--- src/rtl/sc_pkg.sv ---
// Shared types for the stochastic number generator: FSM state encoding and
// maximal-length LFSR tap masks for widths 4..16.
package sc_pkg;

  typedef enum logic [1:0] {
    IDLE = 2'd0,
    RUN  = 2'd1,
    DONE = 2'd2
  } sc_state_e;

  // Masks are for a right-shifting register: tap n maps to bit (w - n), so
  // bit 0 (the oldest bit) is always a tap.
  function automatic logic [15:0] sc_tap_mask(input int w);
    case (w)
      4:       sc_tap_mask = 16'h0003;  // x^4+x^3+1
      5:       sc_tap_mask = 16'h0005;  // x^5+x^3+1
      6:       sc_tap_mask = 16'h0003;  // x^6+x^5+1
      7:       sc_tap_mask = 16'h0003;  // x^7+x^6+1
      8:       sc_tap_mask = 16'h001D;  // x^8+x^6+x^5+x^4+1
      9:       sc_tap_mask = 16'h0011;  // x^9+x^5+1
      10:      sc_tap_mask = 16'h0009;  // x^10+x^7+1
      11:      sc_tap_mask = 16'h0005;  // x^11+x^9+1
      12:      sc_tap_mask = 16'h0941;  // x^12+x^6+x^4+x+1
      13:      sc_tap_mask = 16'h1601;  // x^13+x^4+x^3+x+1
      14:      sc_tap_mask = 16'h2A01;  // x^14+x^5+x^3+x+1
      15:      sc_tap_mask = 16'h0003;  // x^15+x^14+1
      16:      sc_tap_mask = 16'h100B;  // x^16+x^15+x^13+x^4+1
      default: sc_tap_mask = 16'h0000;
    endcase
  endfunction

endpackage

--- src/rtl/sc_lfsr.sv ---
// Right-shifting Fibonacci LFSR; with SC_SNG_ZERO_STATE_EN defined it becomes a
// de Bruijn counter that also visits the all-zero state (after 0..01).
module sc_lfsr
  import sc_pkg::*;
#(
  parameter int WIDTH = 8,
  parameter int SEED  = 1
) (
  input  logic             clk,
  input  logic             rst,
  input  logic             load,
  input  logic             en,
  output logic [WIDTH-1:0] state
);

  localparam logic [15:0]      TAPS16 = sc_tap_mask(WIDTH);
  localparam logic [WIDTH-1:0] TAPS   = TAPS16[WIDTH-1:0];
  localparam logic [WIDTH-1:0] SEED_V = WIDTH'(SEED);

  logic [WIDTH-1:0] r_state;
  logic             w_fb;

  always_comb begin
    w_fb = ^(r_state & TAPS);
`ifdef SC_SNG_ZERO_STATE_EN
    // Toggling feedback when all bits but the outgoing one are zero splices
    // state 0 between 0..01 and 10..0 without touching the rest of the cycle.
    if (r_state[WIDTH-1:1] == '0) w_fb = ~w_fb;
`endif
  end

  always_ff @(posedge clk) begin
    if (!rst) begin
      r_state <= SEED_V;
    end else if (load) begin
      r_state <= SEED_V;
    end else if (en) begin
      r_state <= {w_fb, r_state[WIDTH-1:1]};
    end
  end

  assign state = r_state;

endmodule

--- src/rtl/sc_sng.sv ---
// Stochastic number generator: turns X into a unary stream with P(1)=X/2^WIDTH.
// Define SC_SNG_ZERO_STATE_EN for the 2^WIDTH-long exact-count variant.
module sc_sng
  import sc_pkg::*;
#(
  parameter int WIDTH = 8,
  parameter int SEED  = 1
) (
  input  logic             clk,
  input  logic             rst,
  input  logic             start,
  input  logic [WIDTH-1:0] X,
  output logic             busy,
  output logic             sbit,
  output logic             svalid,
  output logic             done,
  output sc_state_e        dbg_state
);

  localparam int CW = WIDTH + 1;
`ifdef SC_SNG_ZERO_STATE_EN
  localparam logic [CW-1:0] LAST = CW'((1 << WIDTH) - 1);
`else
  localparam logic [CW-1:0] LAST = CW'((1 << WIDTH) - 2);
`endif

  if (WIDTH < 4 || WIDTH > 16) begin : g_width_chk
    $error("sc_sng: WIDTH must be in 4..16");
  end
  if (SEED <= 0 || SEED >= (1 << WIDTH)) begin : g_seed_chk
    $error("sc_sng: SEED must be nonzero and below 2^WIDTH");
  end

  // Handshake: start is a request accepted only on an IDLE edge (no queuing);
  // the stream then presents svalid=1 for L back-to-back cycles with sbit
  // valid alongside, followed by a single done cycle with svalid=0.
  sc_state_e        r_state;
  sc_state_e        w_next;
  logic [WIDTH-1:0] r_x;
  logic [CW-1:0]    r_cnt;
  logic [WIDTH-1:0] w_lfsr;
  logic             w_accept;
  logic             w_last;

  assign w_accept = (r_state == IDLE) && start;
  assign w_last   = (r_cnt == LAST);

  always_comb begin
    w_next = r_state;
    case (r_state)
      IDLE:    if (start) w_next = RUN;
      RUN:     if (w_last) w_next = DONE;
      DONE:    w_next = IDLE;
      default: w_next = IDLE;
    endcase
  end

  always_ff @(posedge clk) begin
    if (!rst) begin
      r_state <= IDLE;
      r_x     <= '0;
      r_cnt   <= '0;
    end else begin
      r_state <= w_next;
      if (w_accept) begin
        r_x   <= X;
        r_cnt <= '0;
      end else if (r_state == RUN) begin
        r_cnt <= r_cnt + 1'b1;
      end
    end
  end

  sc_lfsr #(
    .WIDTH (WIDTH),
    .SEED  (SEED)
  ) u_lfsr (
    .clk   (clk),
    .rst   (rst),
    .load  (w_accept),
    .en    (r_state == RUN),
    .state (w_lfsr)
  );

  // Outputs decode registered state only, so they are glitch-free and zero
  // the cycle after any reset edge.
  assign busy      = (r_state != IDLE);
  assign svalid    = (r_state == RUN);
  assign sbit      = (r_state == RUN) && (w_lfsr < r_x);
  assign done      = (r_state == DONE);
  assign dbg_state = r_state;

endmodule

--- config.mk ---
export PLATFORM = sky130hd
export DESIGN_NAME = sc_sng
export DESIGN_NICKNAME = d
export VERILOG_FILES = /design/src/rtl/sc_pkg.sv /design/src/rtl/sc_lfsr.sv /design/src/rtl/sc_sng.sv
export SDC_FILE = /design/constraint.sdc
export NUM_CORES = 1
export LEC_CHECK = 0
export CORE_MARGIN = 4
export CORE_UTILIZATION = 40
export DETAILED_ROUTE_END_ITERATION = 7
export PLACE_DENSITY = 0.61
export SLEW_MARGIN = 20
export SYNTH_ARGS = -nofsm -noshare
export SYNTH_HDL_FRONTEND = slang
export SYNTH_SLANG_ARGS = --single-unit
--- constraint.sdc ---
create_clock -name clk -period 1.5 [get_ports clk]
set_input_delay 0.3 -clock clk [delete_from_list [all_inputs] [get_ports clk]]
set_output_delay 0.3 -clock clk [all_outputs]
set_load 0.02 [all_outputs]
==> impl_results.rst, run 1 <==
.. list-table::
   :header-rows: 1

   * - Metric
     - Value
   * - Outcome
     - finished with violations
   * - Violated checks
     - setup timing
   * - Number of diodes
     - 0
   * - Post-synthesis cell area
     - about 1200 sq um
   * - Path type of the worst setup path
     - register to output port
   * - Die width
     - about 63 microns
   * - Via count
     - 1021
   * - Share of power burned in registers
     - 56.3%
   * - Total setup violations reported at the end of the flow
     - 1
   * - Cell count after synthesis
     - 140
   * - Avg Inst Size Synth
     - ~8.7 sq um
   * - Post-synthesis share of cell area spent on full adders, half adders and majority gates
     - a little under a tenth
   * - Final non-filler cell total
     - approximately 210
   * - Most used cells in the layout excluding fill and tap cells
     - sky130_fd_sc_hd__nand2_1 (29), sky130_fd_sc_hd__dfxtp_1 (24), sky130_fd_sc_hd__buf_4 (19)
   * - Pre-CTS WS
     - -0.734 ns
   * - Total gr overflow
     - 0
   * - First-pass GRT wire length
     - around 4200 microns
   * - TritonCTS clock tree
     - yes
   * - Number of CTS-inserted buffers
     - 3
   * - Kind of capture point of the worst setup path
     - output port
   * - Root cell of the clock tree
     - sky130_fd_sc_hd__clkbuf_4
   * - Number of synthesized flops with an enable pin
     - 0
   * - Area of combinational cells with multiple inputs
     - between 600 and 700 sq um
   * - Final non-filler cell area
     - approximately 1600 sq um
   * - Worst path required time
     - approximately 1.2 ns
   * - Crit path arrival time
     - about 1.8 ns
   * - Filler cell count in the final layout
     - ~270
   * - Number of top-level pins
     - 17
   * - Smallest setup slack after layout
     - -0.621 ns
   * - Insertion delay of the later-clocked pin in the worst-skew pair
     - roughly 0.32 ns
   * - Finished Core Util
     - a little under three fifths
   * - Prevailing post-synth register cell
     - sky130_fd_sc_hd__dfxtp_1
   * - Clk pwr share
     - 22.6%
   * - Unrepaired setup endpoints after global routing
     - true
   * - Total global-route track usage
     - 13.0%
   * - Total internal power
     - around 0.001 W
   * - CTS max path bufs
     - 2
   * - Area grow syn2layout
     - 33.3%
   * - Switching share of power
     - 26.2%
   * - Routed WL
     - approximately 2400 microns
   * - Crit Reg-Reg Startpoint
     - dbg_state[1]
   * - Htree depth
     - 1
   * - Combinational fraction of design power
     - between 20% and 30%
   * - Synthesized Nets
     - between 150 and 200
   * - Cell Area, Placed
     - about 1500 sq um
   * - Number of instances in the placed design
     - 198
   * - Antenna violations before repair
     - 0
   * - Hold-fix buffer count after cts
     - 0
   * - Die outline area
     - ~4000 sq um
   * - Class of the tightest hold or removal check
     - register to register
   * - Main combinational cell family by area after synthesis
     - simple AND/OR/NAND/NOR gates
   * - Core area
     - about 2800 sq um
   * - Number of hold violations in the final report
     - 0
   * - First-pass DRT Iterations
     - 4
   * - Achievable Freq
     - between 0.4 and 0.5 GHz
   * - Maximum clock skew at final layout
     - approximately 0.0037 ns
   * - Crit start category
     - register
   * - Areal power density over the cells
     - ~840 nW/um^2
   * - Count of final max-slew check failures
     - 0
   * - Transition time at the pin with the least slew margin
     - 0.258 ns
   * - Ratio of cells with drive above 1 in the final layout
     - 21.3%
   * - Final Critical Period
     - approximately 2.1 ns
   * - Library cells used by synthesis
     - 31
   * - Flops & latches, synth
     - 27
   * - Leakage power of the design
     - 0.657 nW
   * - Total area of sequential cells
     - ~540 sq um
   * - Xor/xnor cell area share of the yosys netlist
     - 7.22%
   * - Clock transition at the registers of the reported paths
     - 0.14 ns
   * - Initial Utilization
     - a little over two fifths
   * - FP Rows
     - 19
   * - Total net switching power
     - 0.000354 W
   * - Initial DRC count
     - 32
   * - Part of the Yosys area used for sequential elements
     - between 40% and 50%
   * - Port bufs
     - 16
   * - Routed wire per std cell
     - around 12 microns
   * - Number of routed nets with antenna violations
     - 0
   * - DRC
     - 0
   * - Final Hold Slack
     - approximately 0.48 ns
   * - Worst setup startpoint
     - r_x[5]
   * - Simple-gate area share of the yosys netlist
     - roughly a fifth
   * - Number of nets in the final layout
     - between 150 and 200
   * - Vias in the first global route
     - 974
   * - Ys Warns
     - 0
   * - DPL Wire Length
     - 1790 microns
   * - Final worst path period share
     - 141%
   * - Die Ht
     - about 63 microns
   * - MaxCap Viol Count
     - 0
   * - Synthesized-area fraction occupied by ao, oa, aoi and oai cells
     - a little over an eighth
   * - Ys async rst share
     - 0%
   * - Global placement routability congestion
     - ~0.75
   * - Fraction of synthesized area in multiplexers
     - 0%
   * - Via/cell ratio
     - approximately 5
   * - Maximum number of pins on one net before global-route repair
     - 23
   * - Commonest non-fill, non-tap cell in the layout
     - sky130_fd_sc_hd__nand2_1
   * - Startpoint of the lowest-slack hold path
     - r_x[1]
   * - Worst-path fanout max
     - 2
   * - Maximum vdd drop
     - about 0.00066 V
   * - Headroom to the max-slew limit
     - between 80 and 90%
   * - Clock sink count
     - 27
[cells by family (layout without fill, tap and decap cells)]
logic type / after synthesis / count (layout)
xor gates and xnor gates: 10 / 10
buffers and inverters: 15 / 49
adders and majority gates: 9 / 9
and+or+nand+nor: 53 / 53
AOI/OAI and AO/OA: 26 / 26
DFF: 27 / 27
[power by group through the flow]
stage / registers [W] / clock network [W] / logic, W
after floorplan: 0.000777 / 0 / 0.000140
after global placement: 0.000773 / 0 / 0.000261
after global routing: 0.000765 / 0.000350 / 0.000316
final: 0.000761 / 0.000306 / 0.000285
after CTS: 0.000760 / 0.000324 / 0.000262
after detailed placement: 0.000774 / 0 / 0.000264
[layout make-up]
class                   instances  area share, %
multi-input cells              98           40.3
clock buffers                   4           1.63
flip-flops and latches         27           33.7
well taps                      31           2.40
inverters                      10           2.32
repair buffers                 35           19.7
[metrics by stage]
| step | total power (W) | setup TNS, ns |
|---|---|---|
| after detailed placement | 0.00104 | -0.885 |
| after CTS | 0.00135 | -0.636 |
| after floorplan | 0.000917 | -0.186 |
| after global routing | 0.00143 | -0.725 |
| final | 0.00135 | -0.621 |
| after global placement | 0.00103 | -0.866 |
[per-layer routing]
layer  vias to the layer above  track usage [%]  wire length (microns)
met3                         2             4.44                     99
met4                         0             1.65                     12
met5                         -                0                      0
met2                        12             21.9                   1180
met1                       470             16.3                   1100
li1                        537                -                      -
[flip-flops by register name (all words and copies together) (netlist names)]
name          cells
r_x               8
u_lfsr.state      8
dbg_state         2
r_cnt             9
[synthesized netlist by cell type, types with 2 or more instances]
cell type	number	area share, %
sky130_fd_sc_hd__a211oi_1	2	1.2
sky130_fd_sc_hd__nand3_1	3	1.2
sky130_fd_sc_hd__xor2_1	7	5.1
sky130_fd_sc_hd__nand4_1	3	1.5
sky130_fd_sc_hd__o21ai_0	8	3.3
sky130_fd_sc_hd__inv_1	9	2.8
sky130_fd_sc_hd__nor2b_1	2	1.0
sky130_fd_sc_hd__a21oi_1	8	3.3
sky130_fd_sc_hd__clkbuf_1	2	0.62
sky130_fd_sc_hd__buf_2	2	0.83
sky130_fd_sc_hd__nand2_1	29	9.0
sky130_fd_sc_hd__dfxtp_1	27	45
sky130_fd_sc_hd__nor2_1	9	2.8
sky130_fd_sc_hd__and4b_1	2	1.7
sky130_fd_sc_hd__ha_1	9	9.3
sky130_fd_sc_hd__xnor2_1	3	2.2
[critical path: stages (launching register included)]
cell	delay, ns
sky130_fd_sc_hd__dfxtp_1	0.33
sky130_fd_sc_hd__inv_1	0.05
sky130_fd_sc_hd__ha_1	0.30
sky130_fd_sc_hd__a211oi_1	0.29
sky130_fd_sc_hd__a31oi_2	0.15
sky130_fd_sc_hd__a2111oi_4	0.19
sky130_fd_sc_hd__buf_4	0.19
[timing repair]
action / CTS / global route
gates resized for setup: 24 / 9
hold endpoints to repair: 0 / 0
pin swaps: 1 / 1
setup buffers: 0 / 3
setup endpoints to repair: 6 / 4
[final timing paths]
kind | end | slack [ns] | depth (start not counted)
max | sbit | -0.62 | 6
max reg2reg | r_cnt[4] | 0.14 | 7
min | r_x[1] | 0.48 | 2
min reg2reg | r_x[1] | 0.48 | 2
Power figures use the tool's default switching activity.
==> run 2: changes to the inputs <==
- RECOVER_POWER: not set -> 50
==> run 2 against run 1 <==
Net effect: the flow still finishes with violations (setup timing); critical path type unchanged; largest power group unchanged; sequential share of layout area is 0.32 points higher; die area unchanged; utilization down 0.53 points.
==> impl_results.rst, run 2 (same netlist as run 1, synthesis figures left out) <==
.. list-table::
   :header-rows: 1

   * - Metric
     - Value
   * - Count of final max-slew check failures
     - 0 (unchanged)
   * - Routed wire per std cell
     - 11.6 microns (about the same)
   * - Core area
     - 2830 sq um (unchanged)
   * - Smallest setup slack after layout
     - -0.621 ns (unchanged)
   * - Commonest non-fill, non-tap cell in the layout
     - sky130_fd_sc_hd__nand2_1
   * - Global placement routability congestion
     - 0.755 (unchanged)
   * - Global Route met2 Usage
     - 21.9% (unchanged)
   * - Kind of capture point of the worst setup path
     - output port
   * - Root cell of the clock tree
     - sky130_fd_sc_hd__clkbuf_4
   * - First-pass GRT wire length
     - 4220 microns (unchanged)
   * - Slowest-stage cell, CP
     - sky130_fd_sc_hd__dfxtp_1
   * - Antenna violations before repair
     - 0 (unchanged)
   * - Outcome
     - finished with violations
   * - DRC
     - 0 (unchanged)
   * - Number of top-level pins
     - 17 (unchanged)
   * - Finished Core Util
     - 56.6% (-0.53 points)
   * - Logic depth of the worst register-to-register path
     - 7 (unchanged)
   * - Total gr overflow
     - 0 (unchanged)
   * - Htree depth
     - 1 (unchanged)
   * - Violated checks
     - setup timing
   * - FP Rows
     - 19 (unchanged)
   * - DPL Wire Length
     - 1790 microns (unchanged)
   * - Crit path arrival time
     - 1.82 ns (about the same)
   * - Ratio of cells with drive above 1 in the final layout
     - 21.3% (unchanged)
   * - Maximum vdd drop
     - 0.000656 V (about the same)
   * - Path type of the worst setup path
     - register to output port
   * - Number of flip-flops in the largest register
     - 9 (unchanged)
   * - Maximum clock skew at final layout
     - 0.00371 ns (unchanged)
   * - Total global-route track usage
     - 13.0% (unchanged)
   * - Headroom to the max-slew limit
     - 72.0% (-11 points)
   * - CP Cell Sequence
     - inv_1 -> ha_1 -> a211oi_1 -> a31oi_2 -> a2111oi_4 -> buf_4
   * - TritonCTS clock tree
     - yes
   * - Initial Utilization
     - 42.9% (unchanged)
   * - Die outline area
     - 3980 sq um (unchanged)
   * - Class of the tightest hold or removal check
     - register to register
   * - Transition time at the pin with the least slew margin
     - 0.420 ns (+0.163 ns)
   * - Most used cells in the layout excluding fill and tap cells
     - sky130_fd_sc_hd__nand2_1 (29), sky130_fd_sc_hd__dfxtp_1 (24), sky130_fd_sc_hd__buf_4 (19)
   * - Via count
     - 1021 (unchanged)
   * - Clock sink count
     - 27 (unchanged)
   * - Port bufs
     - 16 (unchanged)
   * - Area grow syn2layout
     - 32.1%
   * - Worst-case hold path end point
     - r_x[1]
   * - Final Critical Period
     - 2.12 ns (unchanged)
   * - Register-to-Register Setup Slack
     - 0.07 ns (-0.07 ns)
   * - Die width
     - 63.1 microns (unchanged)
   * - Maximum single-stage delay on the critical path
     - 0.33 ns (about the same)
   * - Number of nets in the final layout
     - 195 (unchanged)
   * - Total setup violations reported at the end of the flow
     - 1 (unchanged)
   * - Leakage power of the design
     - 0.651 nW (-0.89%)
   * - Worst-path fanout max
     - 2 (unchanged)
   * - First-pass DRT Iterations
     - 4 (unchanged)
   * - Number of hold violations in the final report
     - 0 (unchanged)
   * - Number of diodes
     - 0 (unchanged)
   * - Clock transition at the registers of the reported paths
     - 0.14 ns (about the same)
   * - Worst path required time
     - 1.20 ns (about the same)
   * - Number of routed nets with antenna violations
     - 0 (unchanged)
   * - Cell depth of the worst min-delay path
     - 2 (unchanged)
   * - Final Hold Slack
     - 0.487 ns (+0.00287 ns)
   * - Areal power density over the cells
     - 839 nW/um^2 (+0.34%)
   * - Most congested layer reported by global routing
     - met2
   * - Startpoint of the lowest-slack hold path
     - r_x[1]
   * - Capturing point of the worst reg2reg path
     - r_x[4]
   * - Insertion delay of the later-clocked pin in the worst-skew pair
     - 0.32 ns (about the same)
   * - GR met3 Demand/Resource
     - 4.44% (unchanged)
   * - Met1 usage in global routing
     - 16.3% (unchanged)
   * - Vias in the first global route
     - 974 (unchanged)
   * - Crit Reg-Reg Startpoint
     - dbg_state[0]
   * - Die Ht
     - 63.1 microns (unchanged)
   * - Crit start category
     - register
   * - Final worst path period share
     - 141% (unchanged)
   * - Maximum number of pins on one net before global-route repair
     - 23 (unchanged)
   * - MaxCap Viol Count
     - 0 (unchanged)
   * - Routed WL
     - 2390 microns (about the same)
   * - Unrepaired setup endpoints after global routing
     - true
   * - Via/cell ratio
     - 4.98 (unchanged)
   * - Achievable Freq
     - 0.472 GHz (unchanged)
   * - Initial DRC count
     - 32 (unchanged)
   * - Largest register by flop count
     - r_cnt
   * - CTS max path bufs
     - 2 (unchanged)
   * - Number of CTS-inserted buffers
     - 3 (unchanged)
## run 2: changes by cell type in the layout (fill, tap and decap cells not counted)
cell / previous run / this run
sky130_fd_sc_hd__clkbuf_2: 0 / 1
sky130_fd_sc_hd__buf_12: 2 / 1
## run 2: layer usage
layer | wire length [microns] | vias up
met1 | 1100 | 470
li1 | - | 537
met5 | 0 | -
met4 | 12 | 0
met3 | 99 | 2
met2 | 1170 | 12
## run 2: how the worst max path moves through the flow
stage / from / endpoint / depth (start not counted)
finish: r_x[5] / sbit / 6
global route: r_x[4] / sbit / 7
CTS: r_x[1] / sbit / 7
detailed placement: r_x[1] / sbit / 7
global placement: r_x[1] / sbit / 7
floorplan: r_x[1] / sbit / 6
## run 2: report_power, final
group          internal (W)  switching, W  leakage (nW)
Sequential         0.000746     0.0000148         0.221
Combinational      0.000140      0.000137         0.415
Clock              0.000104      0.000202        0.0150
Total              0.000990      0.000353         0.651
## run 2: metrics by stage
stage	power (W)	area [sq um]	worst slack (ns)	TNS (ns)	cells
after floorplan	0.000917	1230	-0.186	-0.186	140
after global placement	0.00103	1550	-0.716	-0.866	198
after detailed placement	0.00104	1550	-0.734	-0.885	198
final	0.00134	1600	-0.621	-0.621	205
after CTS	0.00135	1570	-0.636	-0.636	202
after global routing	0.00142	1600	-0.725	-1.05	205
## run 2: final cells by class
type / count / area, sq um
Fill cell: 276 / 1230
Multi-Input combinational cell: 98 / 652
Timing Repair Buffer: 35 / 303
Inverter: 10 / 37.5
Sequential cell: 27 / 544
Tap cell: 31 / 38.8
Clock buffer: 4 / 26.3
## run 2: critical path: cells and delay by family, from the launching register on
family / cells / cell delay (ns)
AOI/OAI and AO/OA: 3 / 0.63
buffers and inverters: 2 / 0.24
DFF: 1 / 0.33
adders and majority gates: 1 / 0.30
## run 2: repair_timing
action | in CTS | in global routing
setup endpoints to repair | 6 | 4
pin swaps | 1 | 1
hold buffers | 0 | 0
cloned | 0 | 0
setup buffers | 0 | 3
resized for setup | 24 | 9
